[src/rtl/iv_cmd_decoder.sv]
// Decodes 8X305 IV-bus SC command bytes into a device/RAM address, an escape-
// prefixed page register, registered select flags and a saturating load counter.
module iv_cmd_decoder #(
    parameter int          PAGE_W = 4,
    parameter logic [7:0]  ESC    = 8'hFE,
    parameter int          CNT_W  = 16
) (
    input  logic                  cmd_clk,
    input  logic                  rst,
    input  logic [7:0]            cmd_in,
    output logic [7:0]            addr,
    output logic [PAGE_W-1:0]     page,
    output logic [PAGE_W+7:0]     full_addr,
    output logic                  sel_in,
    output logic                  sel_op1,
    output logic                  sel_op2,
    output logic                  sel_ram,
    output logic                  esc_pending,
    output logic                  addr_upd,
    output logic                  page_upd,
    output logic [CNT_W-1:0]      cmd_count
);

    typedef enum logic {
        IDLE = 1'b0,
        PAGE = 1'b1
    } state_t;

    localparam logic [CNT_W-1:0] CNT_ONE = {{(CNT_W-1){1'b0}}, 1'b1};
    localparam logic [CNT_W-1:0] CNT_MAX = {CNT_W{1'b1}};

    state_t              state_q, state_d;
    logic [7:0]          addr_q, addr_d;
    logic [PAGE_W-1:0]   page_q, page_d;
    logic                addr_upd_q, addr_upd_d;
    logic                page_upd_q, page_upd_d;
    logic [CNT_W-1:0]    cnt_q, cnt_d;
    logic                load_addr;

    always_ff @(posedge cmd_clk) begin
        if (rst) begin
            state_q    <= IDLE;
            addr_q     <= 8'hFF;
            page_q     <= '0;
            addr_upd_q <= 1'b0;
            page_upd_q <= 1'b0;
            cnt_q      <= '0;
        end else begin
            state_q    <= state_d;
            addr_q     <= addr_d;
            page_q     <= page_d;
            addr_upd_q <= addr_upd_d;
            page_upd_q <= page_upd_d;
            cnt_q      <= cnt_d;
        end
    end

    always_comb begin
        state_d    = state_q;
        addr_d     = addr_q;
        page_d     = page_q;
        page_upd_d = 1'b0;
        load_addr  = 1'b0;
        case (state_q)
            IDLE: begin
                if (cmd_in == ESC) begin
                    state_d = PAGE;
                end else begin
                    load_addr = 1'b1;
                end
            end
            PAGE: begin
                state_d = IDLE;
                // A second ESC is a literal address byte, not a page value.
                if (cmd_in == ESC) begin
                    load_addr = 1'b1;
                end else begin
                    page_d     = cmd_in[PAGE_W-1:0];
                    page_upd_d = 1'b1;
                end
            end
            default: state_d = IDLE;
        endcase
        addr_upd_d = load_addr;
        cnt_d      = cnt_q;
        if (load_addr) begin
            addr_d = cmd_in;
            if (cnt_q != CNT_MAX) begin
                cnt_d = cnt_q + CNT_ONE;
            end
        end
    end

    assign addr        = addr_q;
    assign page        = page_q;
    assign full_addr   = {page_q, addr_q};
    assign sel_in      = addr_q[7];
    assign sel_op1     = addr_q[5];
    assign sel_op2     = addr_q[6];
    assign sel_ram     = ~addr_q[7];
    assign esc_pending = (state_q == PAGE);
    assign addr_upd    = addr_upd_q;
    assign page_upd    = page_upd_q;
    assign cmd_count   = cnt_q;

endmodule

[config.mk]
export PLATFORM = sky130hd
export DESIGN_NAME = iv_cmd_decoder
export DESIGN_NICKNAME = d
export VERILOG_FILES = /design/src/rtl/iv_cmd_decoder.sv
export SDC_FILE = /design/constraint.sdc
export NUM_CORES = 1
export LEC_CHECK = 0
export CAP_MARGIN = 30
export CORE_MARGIN = 1.5
export CORE_UTILIZATION = 47
export CTS_CLUSTER_DIAMETER = 100
export DETAILED_ROUTE_END_ITERATION = 10
export GPL_TIMING_DRIVEN = 0
export PLACE_DENSITY_LB_ADDON = 0.1
export SLEW_MARGIN = 10
export SYNTH_ARGS = -nofsm -noshare
export SYNTH_HDL_FRONTEND = slang
export SYNTH_SLANG_ARGS = --single-unit
[constraint.sdc]
create_clock -name cmd_clk -period 3.3 [get_ports cmd_clk]
set_clock_uncertainty 0.05 [all_clocks]
set_input_delay 0.825 -clock cmd_clk [delete_from_list [all_inputs] [get_ports cmd_clk]]
set_output_delay 0.825 -clock cmd_clk [all_outputs]
set_load 0.01 [all_outputs]
==> metrics <==
PortBufs=56; Die Y=59.3 um; CP endpoint kind=flip-flop; arrival time at the worst endpoint=2.97 ns; Vias per Instance=just over 5; Seq/Total Area, Yosys=41.7%; power after layout=0.000799 W; gpl congestion=0.850; htree depth=2; CTS resizes=0; async set-reset flop share out of synthesis=0%; Routed WL=3520 um; CTS root buf=clkbuf_4; CP delay by family, top=simple AND/OR/NAND/NOR gates; first-pass GRT wire length=approximately 5700 um; type of the most critical hold path=flip-flop to flip-flop; Worst Path Buf+Inv=2; Startpoint Class=input pin; YS warnings=0; CTS tree=yes; Comb pwr share=11.7%; Post-Synthesis Cells=178; DRC viols=0; P_leak=0.815 nW; drt first pass iters=4; post-synthesis cell type count=33; leading area contributor after synthesis=dfxtp_1; syn_nets=approximately 190; Least-Margin Pin Slew=0.569 ns; Clk Latency, worst-skew pair=0.34 ns; period utilization=83.1%; Syn Area/Cell=8.36 um2; #FFs+latches synth=31; CTS buffer count=5; post-place setup slack=0.223 ns; row count=20; Final WS setup=0.559 ns; Primary FF master, synth=dfxtp_1; Core Util, Final=72.3%; synth cell count leaders=31 x dfxtp_1, 26 x nor2_1, 15 x buf_4, 15 x nand2_1, 14 x a21oi_1; largest net degree at the start of global routing=11; overall routing resource usage=between 20 and 25%; clk slew on worst S/H paths=roughly 0.10 ns; critical setup path kind=input pin to flip-flop; Cell Area, Synth=between 1000 and 1500 um2; via count=between 1000 and 1500; Setup Fix Bufs, Post-CTS=0; Iteration-0 DRC Markers=39; CTS Hold Bufs=0; final hold vios=0; hpwl dp=approximately 2700 um; vias in the first global route=1325; Worst EP required=3.52 ns; Placed Instances=278; Flop pwr share=49.0%; metal3 WL=about 220 um; run status=finished, final reports clean; Sw Ratio=a little under a quarter; grt ovf=0; count leader, synth=dfxtp_1; CTS max path bufs=2; VDD IR max=331 uV; sw power=~0.00018 W; Clk pwr share=between 30% and 40%; initial antenna violation count=0; Initial Util=49.1%; Final setup viols=0; layout cells sized above 1=12.0%; power per cell area=365 nW/um2; worst path cell trace=clkdlybuf4s50_1 > nand4_2 > o21a_4 > or3_1 > buf_2 > or4_1 > a21oi_1; Slowest-stage cell, CP=clkdlybuf4s50_1; Crit path largest cell delay=roughly 0.53 ns; Sink Count=31; Yosys top cell area share=41.7%; normalized max-slew margin=61.7%; Antenna Violating Nets Remaining=0; top cells by area, synth=dfxtp_1 42%, buf_4 7.6%, nor2_1 6.6%; max layer used=met4; die area=~3500 um2; fin. max-slew vios=0; Routed WL per cell=12.3 um; M1 WL=between 1000 and 1500 um; Final nets=252; crit path max fanout=9; non-filler cells, final=roughly 290; core region area=3030 um2; ANT cells=0; RSZ-0062 raised after global routing=false; f_max=about 360 MHz; Ports=57; fin crit period=2.74 ns; setup total negative slack=0 ns; Die X=59.3 um; Post-synth EDFFs=0; cell-internal power=0.000619 W; routed wl met2=roughly 1800 um; Area growth syn-to-layout=47.2%; Max Cap Viol=0
## power by group through the flow
stage                     Clock [W]  Combinational, W  Sequential [W]
after floorplan                   0         0.0000360        0.000404
after global placement            0         0.0000923        0.000400
after detailed placement          0         0.0000942        0.000400
after CTS                  0.000323         0.0000942        0.000392
after global routing       0.000336          0.000101        0.000394
final                      0.000314         0.0000933        0.000392
## layer usage
metal  track usage [%]  vias up
met1              23.8      661
met2              38.5       47
met4              12.0        0
li1                  -      736
met5                 0        -
met3              4.80        6
## cell usage in the layout, fill, tap and decap left out, drive strengths merged
cell,Yosys,final
o21ai,6,6
xnor2,3,3
dfxtp,31,31
and4,1,1
bufinv,0,1
or4,4,4
mux2,2,2
or3,6,6
clkdlybuf4s50,0,56
nand2b,2,2
nor3,3,3
or2,1,1
nand4,5,5
and3,1,1
nand4b,1,1
o31ai,4,4
inv,3,3
clkbuf,4,10
clkinv,0,1
nor2b,2,2
nand2,15,15
buf,19,19
a21oi,14,14
nor2,26,26
nand3,7,7
a41oi,1,1
o21bai,8,8
and2,1,1
o21a,1,1
nor4,5,5
ha,1,1
o41a,1,1
## final timing paths
| path | start | slack (ns) | cells past startpoint | endpoint |
|---|---|---|---|---|
| max | cmd_in[2] | 0.56 | 7 | cmd_count[11]$_SDFFE_PP0P_ |
| min | page[0]$_SDFFE_PP0P_ | 0.43 | 2 | page[0]$_SDFFE_PP0P_ |
| max reg2reg | cmd_count[8]$_SDFFE_PP0P_ | 1.24 | 6 | cmd_count[6]$_SDFFE_PP0P_ |
| min reg2reg | page[0]$_SDFFE_PP0P_ | 0.43 | 2 | page[0]$_SDFFE_PP0P_ |
## final cells by class
cell class | instances | area (um2)
Multi-Input combinational cell | 121 | 703
Tap cell | 44 | 55.1
Clock inverter | 2 | 35.0
Fill cell | 238 | 838
Inverter | 3 | 11.3
Sequential cell | 31 | 621
Clock buffer | 6 | 51.3
Timing Repair Buffer | 56 | 561
Buffer | 23 | 153
## per-stage QoR
stage	area (um2)	hold WS (ns)
after global placement	2100	0.410
final	2190	0.428
after floorplan	1490	0.443
after detailed placement	2100	0.423
after global routing	2190	0.453
after CTS	2190	0.437
## registers in the layout, indices dropped and copies added (netlist names)
signal / count
addr: 8
addr_upd: 1
cmd_count: 16
esc_pending: 1
page: 4
page_upd: 1
## cell families (layout without fill, tap and decap cells)
| logic type | count (synthesis) | after routing | synth area share (%) |
|---|---|---|---|
| compound gates | 35 | 35 | 15.1 |
| flops | 31 | 31 | 41.7 |
| simple gates | 80 | 80 | 28.0 |
| buf+inv | 26 | 90 | 11.0 |
| xor+xnor | 3 | 3 | 1.77 |
| mux | 2 | 2 | 1.51 |
| fa+ha+maj | 1 | 1 | 0.841 |
## worst register-to-register path, stage by stage, from the launching register on
cell and delay [ns]:
dfxtp_1 0.46, nand4_1 0.20, nor4_1 0.52, or3_1 0.18
buf_2 0.17, nor3_1 0.07, mux2_1 0.30
(Power assumes the default switching activity.)
